--- src/rtl/onchip_mem_loader.sv ---
// onchip_mem_loader: packs an 8-bit valid/ready byte stream little-endian into
// 32-bit words and writes them to a single-port RAM from a programmed word
// address. It reports word count, an additive checksum, completion and overflow.
module onchip_mem_loader #(
  parameter int ADDR_WIDTH = 14,
  parameter int DEPTH      = 11053
) (
  input  logic                  clk,
  input  logic                  reset_n,
  input  logic                  start,
  input  logic [ADDR_WIDTH-1:0] start_addr,
  input  logic [7:0]            in_data,
  input  logic                  in_valid,
  input  logic                  in_last,
  output logic                  in_ready,
  output logic [ADDR_WIDTH-1:0] mem_address,
  output logic [31:0]           mem_writedata,
  output logic [3:0]            mem_byteenable,
  output logic                  mem_chipselect,
  output logic                  mem_write,
  output logic                  mem_clken,
  input  logic                  mem_waitrequest,
  output logic                  busy,
  output logic                  done,
  output logic                  error,
  output logic [ADDR_WIDTH:0]   word_count,
  output logic [7:0]            checksum
);

  typedef enum logic [1:0] {S_IDLE, S_COLLECT, S_WRITE, S_ERROR} state_t;

  localparam logic [ADDR_WIDTH:0] DEPTH_L = (ADDR_WIDTH + 1)'(DEPTH);

  state_t                state_q, state_d;
  logic [ADDR_WIDTH-1:0] addr_q, addr_d;
  logic [31:0]           buf_q, buf_d;
  logic [3:0]            be_q, be_d;
  logic [1:0]            idx_q, idx_d;
  logic                  last_q, last_d;
  logic [ADDR_WIDTH:0]   wc_q, wc_d;
  logic [7:0]            cs_q, cs_d;
  logic                  error_q, error_d;
  logic                  done_q, done_d;
  logic                  clken_q;

  logic addr_ok, start_ok;

  assign addr_ok  = ({1'b0, addr_q} < DEPTH_L);
  assign start_ok = ({1'b0, start_addr} < DEPTH_L);

  // Outputs decoded from registered state only.
  assign in_ready       = (state_q == S_COLLECT) && addr_ok;
  assign mem_chipselect = (state_q == S_WRITE);
  assign mem_write      = (state_q == S_WRITE);
  assign mem_address    = addr_q;
  assign mem_writedata  = buf_q;
  assign mem_byteenable = be_q;
  assign mem_clken      = clken_q;
  assign busy           = (state_q == S_COLLECT) || (state_q == S_WRITE);
  assign done           = done_q;
  assign error          = error_q;
  assign word_count     = wc_q;
  assign checksum       = cs_q;

  // Next-state and datapath update for the load sequence.
  always_comb begin
    state_d = state_q;
    addr_d  = addr_q;
    buf_d   = buf_q;
    be_d    = be_q;
    idx_d   = idx_q;
    last_d  = last_q;
    wc_d    = wc_q;
    cs_d    = cs_q;
    error_d = error_q;
    done_d  = 1'b0;
    unique case (state_q)
      S_IDLE, S_ERROR: begin
        if (start) begin
          if (!start_ok) begin
            state_d = S_ERROR;
            error_d = 1'b1;
          end else begin
            state_d = S_COLLECT;
            addr_d  = start_addr;
            buf_d   = '0;
            be_d    = '0;
            idx_d   = '0;
            last_d  = 1'b0;
            wc_d    = '0;
            cs_d    = '0;
            error_d = 1'b0;
          end
        end
      end
      S_COLLECT: begin
        if (!addr_ok) begin
          // Memory full with no end-of-image seen: overflow.
          state_d = S_ERROR;
          error_d = 1'b1;
        end else if (in_valid) begin
          buf_d[{idx_q, 3'b000} +: 8] = in_data;
          be_d[idx_q]                 = 1'b1;
          cs_d                        = cs_q + in_data;
          idx_d                       = idx_q + 2'd1;
          if ((idx_q == 2'd3) || in_last) begin
            state_d = S_WRITE;
            last_d  = in_last;
          end
        end
      end
      S_WRITE: begin
        if (!mem_waitrequest) begin
          addr_d = addr_q + 1'b1;
          wc_d   = wc_q + 1'b1;
          buf_d  = '0;
          be_d   = '0;
          idx_d  = '0;
          if (last_q) begin
            state_d = S_IDLE;
            done_d  = 1'b1;
          end else begin
            state_d = S_COLLECT;
          end
        end
      end
      default: state_d = S_IDLE;
    endcase
  end

  // State and datapath registers; clock enable rises after reset release.
  always_ff @(posedge clk or negedge reset_n) begin
    if (!reset_n) begin
      state_q <= S_IDLE;
      addr_q  <= '0;
      buf_q   <= '0;
      be_q    <= '0;
      idx_q   <= '0;
      last_q  <= 1'b0;
      wc_q    <= '0;
      cs_q    <= '0;
      error_q <= 1'b0;
      done_q  <= 1'b0;
      clken_q <= 1'b0;
    end else begin
      state_q <= state_d;
      addr_q  <= addr_d;
      buf_q   <= buf_d;
      be_q    <= be_d;
      idx_q   <= idx_d;
      last_q  <= last_d;
      wc_q    <= wc_d;
      cs_q    <= cs_d;
      error_q <= error_d;
      done_q  <= done_d;
      clken_q <= 1'b1;
    end
  end

endmodule

--- config.mk ---
export PLATFORM = sky130hd
export DESIGN_NAME = onchip_mem_loader
export DESIGN_NICKNAME = d
export VERILOG_FILES = /design/src/rtl/onchip_mem_loader.sv
export SDC_FILE = /design/constraint.sdc
export NUM_CORES = 1
export LEC_CHECK = 0
export ABC_AREA = 1
export BUFFER_PORTS_ARGS = -buffer_cell sky130_fd_sc_hd__clkbuf_2
export CAP_MARGIN = 20
export CELL_PAD_IN_SITES_DETAIL_PLACEMENT = 0
export CELL_PAD_IN_SITES_GLOBAL_PLACEMENT = 2
export CORE_ASPECT_RATIO = 1.2
export CORE_MARGIN = 10
export CORE_UTILIZATION = 28
export CTS_BUF_LIST = sky130_fd_sc_hd__clkbuf_4 sky130_fd_sc_hd__clkbuf_8
export DETAILED_ROUTE_END_ITERATION = 10
export PLACE_DENSITY_LB_ADDON = 0.1
export SLEW_MARGIN = 15
export SYNTH_ARGS = -nofsm -noshare
export SYNTH_HDL_FRONTEND = slang
export SYNTH_SLANG_ARGS = --single-unit
export TNS_END_PERCENT = 30
--- constraint.sdc ---
create_clock -name clk -period 1.71 [get_ports clk]
set_input_delay 0.0855 -clock clk [delete_from_list [all_inputs] [get_ports clk]]
set_output_delay 0.0855 -clock clk [all_outputs]
set_load 0.01 [all_outputs]
==> key figures, run 1 <==
CTS
  • Clock Sinks: 81
  • CTS HTree Levels: 3
  • Num CTS Buffers: 9
  • Root buffer cell: clkbuf_8
  • Clk Latency, worst-skew pair: 370 ps
  • CTS tree: built
  • Clock Pin Slew Worst Setup and Hold Paths: 100 ps
  • Clock buffer depth: 2

Synth
  • Synth Area per Inst: 7.04 um2
  • Synthesized instance count: 697
  • Yosys reg bits: 81
  • Main flop type after synthesis: dfrtp_1
  • Top cell type's share of synthesized area: 41.3%
  • Net count after synthesis: 742
  • Warnings, synthesis: 0
  • Synth top area cells: dfrtp_1 (41%), nand2_1 (19%), nand3_1 (8.1%)
  • Post-synthesis cell type count: 37
  • Synth area leader: dfrtp_1
  • Syn Std Cell Area: 4910 um2
  • Post-synth EDFFs: 0
  • Async SR Flop Fraction: 100%
  • Sequential area share after synthesis: 41.3%

Detailed routing
  • First DRT Iteration DRCs: 246
  • First-pass DRT Iterations: 4
  • Number of routed nets with antenna violations: 0
  • Routed vias: 5059
  • Routed WL per cell: 15.5 um
  • Residual DRC: 0
  • Routed wire length: about 17000 um
  • Via density per instance: between 4 and 5

Die
  • Core Rows: 53
  • Die height: 165 um
  • Die Wd: 141 um
  • Core Area: roughly 17000 um2
  • Total die area: 23200 um2
  • Initial Utilization: 28.3%
  • # IOs: approximately 110

Outcome
  • Outcome: complete, but fails checks
  • Violated checks: negative setup slack

Worst setup path
  • Slowest-stage cell, CP: dfrtp_1
  • CP Launch Type: register
  • Cell Chain, Critical Path: inv_2, ha_4, inv_2, nand4_1, nand2_1, nand2_2, nand2_2, nand2_2, nand2_2, buf_6, nor2_4, buf_12, clkbuf_16, nand3_2, nand2_1
  • WP data arrival: ~2000 ps
  • CP Buf/Inv Count: 5
  • Most frequent cell on the critical path: nand2_2
  • CP endpoint kind: register
  • Required @ worst endpoint: 2010 ps
  • Worst path max stage delay: roughly 400 ps
  • Crit Path Max Fanout: 7
  • Crit path max-delay family: simple AND/OR/NAND/NOR gates
  • Kind of critical path: register to register

STA
  • Final clock skew: 12.6 ps
  • Final worst path period share: 102%
  • Fin crit period: 1750 ps
  • Hold WS: approximately 29 ps
  • Final hold violation count: 0
  • Final worst slack: -38.7 ps
  • Unrepaired setup endpoints after global routing: yes
  • Max-slew violation count: 0
  • Endpoints failing setup: 31
  • Setup TNS: -602 ps
  • Peak Freq: 0.572 GHz

Power
  • PD cells: around 1700 nW/um2
  • Leakage power: 3.62 nW
  • Sequential share of power: about 22%
  • NetSw: about 5.1 mW
  • P_int: approximately 6.4 mW
  • Switch share: between 40 and 50%
  • Overall Power: 11.6 mW
  • Combinational share of power: 60.9%
  • Clk pwr share: 16.7%
  • Worst vdd ir: roughly 730 uV

Finish
  • Final nets: 921
  • Layout Area Growth over Synthesis: 40.9%
  • Final Cell Area: 6910 um2
  • N_diodes: 0
  • Fraction of layout cells with a size suffix above 1: 31.1%
  • Fin cells: 1101

Placement
  • Post-DP Area: a little over 6000 um2
  • Hpwl dp: 13200 um
  • Dpl cells: 1072
  • RePlAce Congestion: just under 0.9
  • IO Port Bufs: 107

Global route
  • Vias in the first global route: 5322
  • Antenna violations before repair: 0
  • Global-route wire length before repair: ~27000 um
  • Pin count of the biggest net entering global routing: 50
  • GRT Overall Usage: 14.6%
  • Grt ovf: 0

Hold path
  • Hold crit path type: input port to register

Flow run
  • Max Cap Violations: 0
cells in the mapped netlist, drive strengths merged, types with 2 or more instances:
cell type    n
nand4       10
ha          16
o21a         2
inv         63
nor2        79
nand3       79
o21bai       2
clkbuf       9
o21ai       33
nor3        16
nor3b        2
dfrtp       81
xor2        12
nand3b       2
or2          5
a21oi       10
nand2      256
buf         12
cell families after synthesis:
kind of cell	share of synthesized area, %
muxes	0.204
adders and majority gates	4.49
xor gates and xnor gates	2.32
DFF	41.3
other	0.0764
and+or+nand+nor	38.4
AOI/OAI and AO/OA	5.81
buffers and inverters	7.37
cell type report:
class	count	area, um2
Clock buffer	10	131
Clock inverter	6	138
Fill cell	1851	10500
Inverter	64	243
Multi-Input combinational cell	531	2790
Sequential cell	81	2030
Tap cell	220	275
Timing Repair Buffer	189	1310
final timing paths:
kind                                   from           endpoint  slack [ps]  depth (start not counted)
setup / recovery             mem_address[1]   mem_writedata[8]         -40                         15
hold / removal                start_addr[6]     mem_address[6]          30                          5
setup reg to reg             mem_address[1]   mem_writedata[8]         -40                         15
hold reg to reg            mem_writedata[0]   mem_writedata[0]         480                          2
max in group asynchronous           reset_n  mem_writedata[14]        1020                          3
min in group asynchronous           reset_n     mem_address[6]         120                          2
tightest hold or removal path, cell delays in order:
cell and delay [ps]:
clkbuf_2 90, nand2_1 50, nand2_1 50, nand2_1 50
nand2_1 50
flip-flops by register name, indices dropped and copies added, names as in the netlist:
name	cells
mem_writedata	32
error	1
checksum	8
last_q	1
mem_address	14
word_count	15
mem_clken	1
state_q	2
mem_byteenable	4
idx_q	2
done	1
cells in the final DEF, fill, tap and decap left out, drive strengths merged:
cell         instances
a21oi               10
a22oi                1
buf                 78
bufinv               4
clkbuf             117
clkinv               1
conb                 1
dfrtp               81
dlygate4sd3          4
fa                   1
ha                  16
inv                 65
mux2i                1
nand2              256
nand3               79
nand3b               2
nand4               10
nor2                79
nor3                16
nor3b                2
o211ai               1
o21a                 2
o21ai               33
o21bai               2
o22ai                1
or2                  5
xnor2                1
xor2                12
per-layer routing:
layer	track usage [%]	part of all wire, %	vias up
met1	16.1	41	2364
li1	-	-	2580
met4	4.09	1.4	0
met2	27.0	52	101
met5	0	0	-
met3	3.74	4.8	14
power by group through the flow:
stage               Clock [mW]  Sequential [mW]  Combinational [mW]
floorplan                    0             2.83                3.22
global placement             0             2.61                6.07
detailed placement           0             2.61                6.10
CTS                       2.00             2.59                6.39
global route              2.08             2.64                7.90
finish                    1.93             2.59                7.04
through the flow:
step	util, %	setup slack, ps
6_report	39.8	-38.7
3_5_place_dp	35.6	-170
4_1_cts	38.1	-69.3
5_1_grt	39.8	-183
3_3_place_gp	35.6	-74.9
2_1_floorplan	-	-98.3
repair_timing:
action | 4_1_cts | 5_1_grt
gates resized for setup | 21 | 60
gates cloned | 0 | 3
hold buffers | 4 | 0
hold endpoints to repair | 84 | 0
buffers inserted | 4 | 2
pin swaps | 3 | 25
endpoints found under the setup margin | 79 | 79
Power figures use the tool's default switching activity.
==> run 2: changes to the inputs <==
CORE_MARGIN = 2   (was 10)
REMOVE_ABC_BUFFERS = 1   (was not set)
==> key figures, run 2 (synthesized netlist as in run 1, its figures left out) <==
Detailed routing
  • First DRT Iteration DRCs: about 240
  • Routed vias: 5074
  • Via density per instance: 4.59
  • Routed WL per cell: roughly 15 um
  • First-pass DRT Iterations: 6
  • Residual DRC: 0
  • Routed wire length: 16300 um
  • Number of routed nets with antenna violations: 0

Finish
  • Layout Area Growth over Synthesis: 38.5%
  • Commonest non-fill, non-tap cells in the layout: nand2_1 (246), clkbuf_2 (106), dfrtp_1 (81)
  • Fraction of layout cells with a size suffix above 1: 29.6%
  • Multi-input gate area in the final layout: approximately 2700 um2
  • Max reg flops: 32
  • Final core utilization: 39.1%
  • Commonest non-fill, non-tap cell in the layout: nand2_1
  • Fillers: 1888
  • Final nets: 926
  • Final Cell Area: 6800 um2
  • N_diodes: 0
  • Seq. cell area: 2030 um2
  • Fin cells: 1106

Worst setup path
  • WP data arrival: 2140 ps
  • FF-to-FF path depth: 15
  • End of the worst register-to-register path: mem_writedata[17]
  • Crit path from: mem_address[0]
  • Kind of critical path: register to register
  • Crit Path Max Fanout: 8
  • RR Startpoint: mem_address[0]
  • CP endpoint kind: register
  • CP Launch Type: register
  • CP endpoint: mem_writedata[17]
  • Worst reg2reg setup slack: -110 ps
  • Required @ worst endpoint: 2030 ps

Die
  • Core Rows: 53
  • # IOs: 108
  • Die Wd: 125 um
  • Die height: around 150 um
  • Core Area: between 15000 and 20000 um2
  • Total die area: 18600 um2
  • Initial Utilization: approximately 28%

Power
  • Leakage power: 3.63 nW
  • Clk pwr share: a little over an eighth
  • Switch share: 45.7%
  • Overall Power: 11.2 mW
  • Combinational share of power: 63.6%
  • Sequential share of power: a little under a quarter
  • NetSw: 5.13 mW
  • Worst vdd ir: 538 uV
  • PD cells: 1650 nW/um2
  • P_int: 6.10 mW

STA
  • Final worst path period share: 106%
  • Hold WS: 31.6 ps
  • Final worst slack: -106 ps
  • Setup TNS: -2640 ps
  • Unrepaired setup endpoints after global routing: yes
  • Fin crit period: 1820 ps
  • Final hold violation count: 0
  • Max-slew violation count: 0
  • Final clock skew: approximately 14 ps
  • Peak Freq: 0.551 GHz
  • Endpoints failing setup: 38

Placement
  • Dpl cells: 1079
  • Post-DP Area: 6210 um2
  • Pre-CTS setup slack: -192 ps
  • RePlAce Congestion: 0.823
  • Hpwl dp: 12200 um
  • IO Port Bufs: between 100 and 150

Outcome
  • Outcome: complete, but fails checks
  • Violated checks: negative setup slack

Global route
  • GRT Overall Usage: between 15 and 20%
  • Grt ovf: 0
  • Antenna violations before repair: 0
  • Vias in the first global route: around 5.1k
  • Global-route wire length before repair: 26500 um
  • Pin count of the biggest net entering global routing: 33

CTS
  • Root buffer cell: clkbuf_8
  • Clk Latency, worst-skew pair: about 380 ps
  • Num CTS Buffers: 9
  • CTS HTree Levels: 3
  • CTS tree: built
  • Clock Pin Slew Worst Setup and Hold Paths: 100 ps
  • Clock buffer depth: 2
  • Clock Sinks: around 80

Hold path
  • Hold crit path type: input port to register

Flow run
  • Max Cap Violations: 0
[run 2: final cells by class]
| cell class | instances | share of cell area, % |
|---|---|---|
| tap | 220 | 4.05 |
| inverter | 64 | 3.57 |
| clock buffer | 9 | 1.82 |
| sequential | 81 | 29.8 |
| clock inverter | 7 | 1.14 |
| multi-input combinational | 531 | 39.7 |
| timing repair buffer | 194 | 19.9 |
[run 2: worst min path at each step]
stage | from | to | slack (ps) | cells past startpoint
6_report | start_addr[5] | mem_address[5] | 30 | 3
5_1_grt | start_addr[6] | mem_address[6] | 50 | 5
3_3_place_gp | reset_n | mem_address[1] | 50 | 1
2_1_floorplan | reset_n | checksum[0] | -210 | 0
3_5_place_dp | reset_n | mem_address[1] | 60 | 1
4_1_cts | start_addr[7] | mem_address[7] | 20 | 5
[run 2: power by group through the flow]
stage               registers (mW)  clock network, mW  logic (mW)
finish                        2.58               1.51        7.15
global route                  2.64               1.66        7.88
CTS                           2.57               1.59        6.83
detailed placement            2.61                  0        6.01
global placement              2.60                  0        5.99
floorplan                     2.84                  0        2.80
[run 2: worst max-delay path, stage by stage, from the launching register on]
cell and delay [ps]:
dfrtp_1 400, inv_2 60, ha_1 130, inv_1 40, nand4_1 70, nand2_1 80
nand2_2 90, nand2_2 60, nand2_2 80, nand2_2 70, buf_6 130, nor2_4 100
buf_12 150, clkbuf_16 160, nand3_1 70, nand2_1 70
[run 2: timing repair]
item | 4_1_cts | 5_1_grt
endpoints found under the setup margin | 79 | 79
gates resized for setup | 37 | 28
cloned | 2 | 2
setup buffers | 4 | 1
hold endpoints to repair | 27 | 0
pin swaps | 5 | 6
hold buffers | 3 | 0
[run 2: metal layers]
metal | vias to the layer above | GRT usage, % | wire length, um
li1 | 2578 | - | -
met3 | 25 | 2.76 | 493
met1 | 2366 | 21.6 | 7200
met2 | 105 | 32.2 | 8200
met4 | 0 | 6.56 | 412
met5 | - | 0 | 0
==> run 3: changes to the inputs <==
SETUP_SLACK_MARGIN = 0.3   (was not set)
==> key figures, run 3 (synthesized netlist as in run 1, its figures left out) <==
CTS
  • Clock Pin Slew Worst Setup and Hold Paths: 100 ps
  • CTS HTree Levels: 3
  • Clk Latency, worst-skew pair: 380 ps
  • CTS tree: built
  • Root buffer cell: clkbuf_8
  • Clock Sinks: 81
  • Clock buffer depth: 2
  • Num CTS Buffers: 9

Power
  • P_int: between 6 and 7 mW
  • Switch share: 45.5%
  • Overall Power: 11.2 mW
  • Leakage power: 3.63 nW
  • Sequential share of power: a little under a quarter
  • Combinational share of power: 63.6%
  • Worst vdd ir: 541 uV
  • Clk pwr share: 13.5%
  • NetSw: 5.11 mW
  • PD cells: 1650 nW/um2

Die
  • Total die area: 18600 um2
  • Core Rows: 53
  • # IOs: 108
  • Core Area: about 17000 um2
  • Die Wd: 125 um
  • Initial Utilization: 28.3%
  • Die height: 149 um

Finish
  • Fraction of layout cells with a size suffix above 1: 29.3%
  • N_diodes: 0
  • Commonest non-fill, non-tap cells in the layout: nand2_1 (246), clkbuf_2 (103), dfrtp_1 (81)
  • Final Cell Area: 6810 um2
  • Fillers: 1885
  • Max reg flops: 32
  • Commonest non-fill, non-tap cell in the layout: nand2_1
  • Final nets: 926
  • Layout Area Growth over Synthesis: 38.7%
  • Fin cells: 1106
  • Final core utilization: 39.2%

Placement
  • Hpwl dp: 12200 um
  • Pre-CTS setup slack: -192 ps
  • Post-DP Area: 6210 um2
  • Dpl cells: 1079
  • RePlAce Congestion: between 0.8 and 0.9
  • IO Port Bufs: 107

Detailed routing
  • First DRT Iteration DRCs: 226
  • Routed wire length: 16200 um
  • Via density per instance: 4.56
  • Routed vias: about 5.0k
  • Number of routed nets with antenna violations: 0
  • Routed WL per cell: 14.7 um
  • Residual DRC: 0
  • First-pass DRT Iterations: 5

Worst setup path
  • FF-to-FF path depth: 15
  • Most frequent cell on the critical path: nand2_2
  • WP data arrival: 2090 ps
  • WP depth: 15
  • CP Launch Type: register
  • Worst path max stage delay: 380 ps
  • RR Startpoint: mem_address[0]
  • CP Buf/Inv Count: 5
  • Kind of critical path: register to register
  • End of the worst register-to-register path: mem_writedata[17]
  • Required @ worst endpoint: 1990 ps
  • Crit Path Max Fanout: 8
  • Cell Chain, Critical Path: inv_2, ha_1, inv_1, nand4_1, nand2_1, nand2_2, nand2_2, nand2_2, nand2_2, buf_6, nor2_4, buf_12, clkbuf_16, nand3_1, nand2_1
  • CP endpoint kind: register
  • Crit path max-delay family: simple AND/OR/NAND/NOR gates
  • Slowest-stage cell, CP: dfrtp_1
  • CP endpoint: mem_writedata[17]
  • Worst reg2reg setup slack: -110 ps
  • Crit path from: mem_address[0]

STA
  • Fin crit period: roughly 1800 ps
  • Endpoints failing setup: slightly above 40
  • Final hold violation count: 0
  • Final clock skew: 13.5 ps
  • Setup TNS: -2590 ps
  • Final worst slack: -106 ps
  • Unrepaired setup endpoints after global routing: yes
  • Peak Freq: 0.551 GHz
  • Final worst path period share: 106%
  • Max-slew violation count: 0
  • Hold WS: 30.5 ps

Flow run
  • Max Cap Violations: 0

Global route
  • GRT Overall Usage: 17.9%
  • Pin count of the biggest net entering global routing: 33
  • Vias in the first global route: 5148
  • Global-route wire length before repair: 26500 um
  • Antenna violations before repair: 0
  • Grt ovf: 0

Outcome
  • Outcome: complete, but fails checks
  • Violated checks: negative setup slack

Hold path
  • Hold crit path type: input port to register
  • Min-delay src: start_addr[5]
[run 3: changes by cell type in the layout (fill, tap and decap cells not counted), sizes merged]
cell    change
clkbuf      -4
buf         +4
[run 3: routing by layer]
layer / GRT usage [%] / routed length [um] / vias to the layer above
li1: - / - / 2581
met1: 21.6 / 7190 / 2347
met2: 32.4 / 8160 / 93
met3: 2.76 / 498 / 24
met4: 6.56 / 382 / 0
met5: 0 / 0 / -
[run 3: area by class of cell]
type                            count  area (um2)  area share (%)
Clock inverter                      7        77.6            1.14
Clock buffer                        9         124            1.82
Timing Repair Buffer              194        1370            20.1
Multi-Input combinational cell    531        2690            39.5
Sequential cell                    81        2030            29.8
Inverter                           64         245            3.60
Tap cell                          220         275            4.04
[run 3: worst register-to-register path: stages (launching register included)]
cell,delay (ps)
dfrtp_1,380
inv_2,40
ha_1,180
inv_1,50
nand4_1,80
nand2_1,100
nand2_2,70
nand2_2,70
nand2_2,60
nand2_2,80
buf_6,120
nor2_4,40
buf_12,140
clkbuf_16,160
nand3_1,70
nand2_1,60
[run 3: power groups by stage]
stage / combinational [mW] / sequential, mW / clock [mW]
after floorplan: 2.80 / 2.84 / 0
after global routing: 7.89 / 2.64 / 1.66
after CTS: 6.90 / 2.58 / 1.59
after detailed placement: 6.01 / 2.61 / 0
after global placement: 5.99 / 2.60 / 0
final: 7.13 / 2.58 / 1.51
[run 3: how the worst min path moves through the flow]
stage	endpoint	slack [ps]	cells after the start
after floorplan	checksum[0]	-210	0
after global placement	mem_address[1]	50	1
after detailed placement	mem_address[1]	60	1
after CTS	mem_address[7]	20	5
after global routing	mem_address[6]	50	5
final	mem_address[5]	30	3
[run 3: repair_timing]
item / CTS / global route
pin swaps: 7 / 5
hold endpoints to repair: 27 / 0
setup endpoints to repair: 83 / 83
gates cloned: 2 / 1
buffers inserted: 5 / 0
resized for setup: 43 / 31
hold buffers: 3 / 0
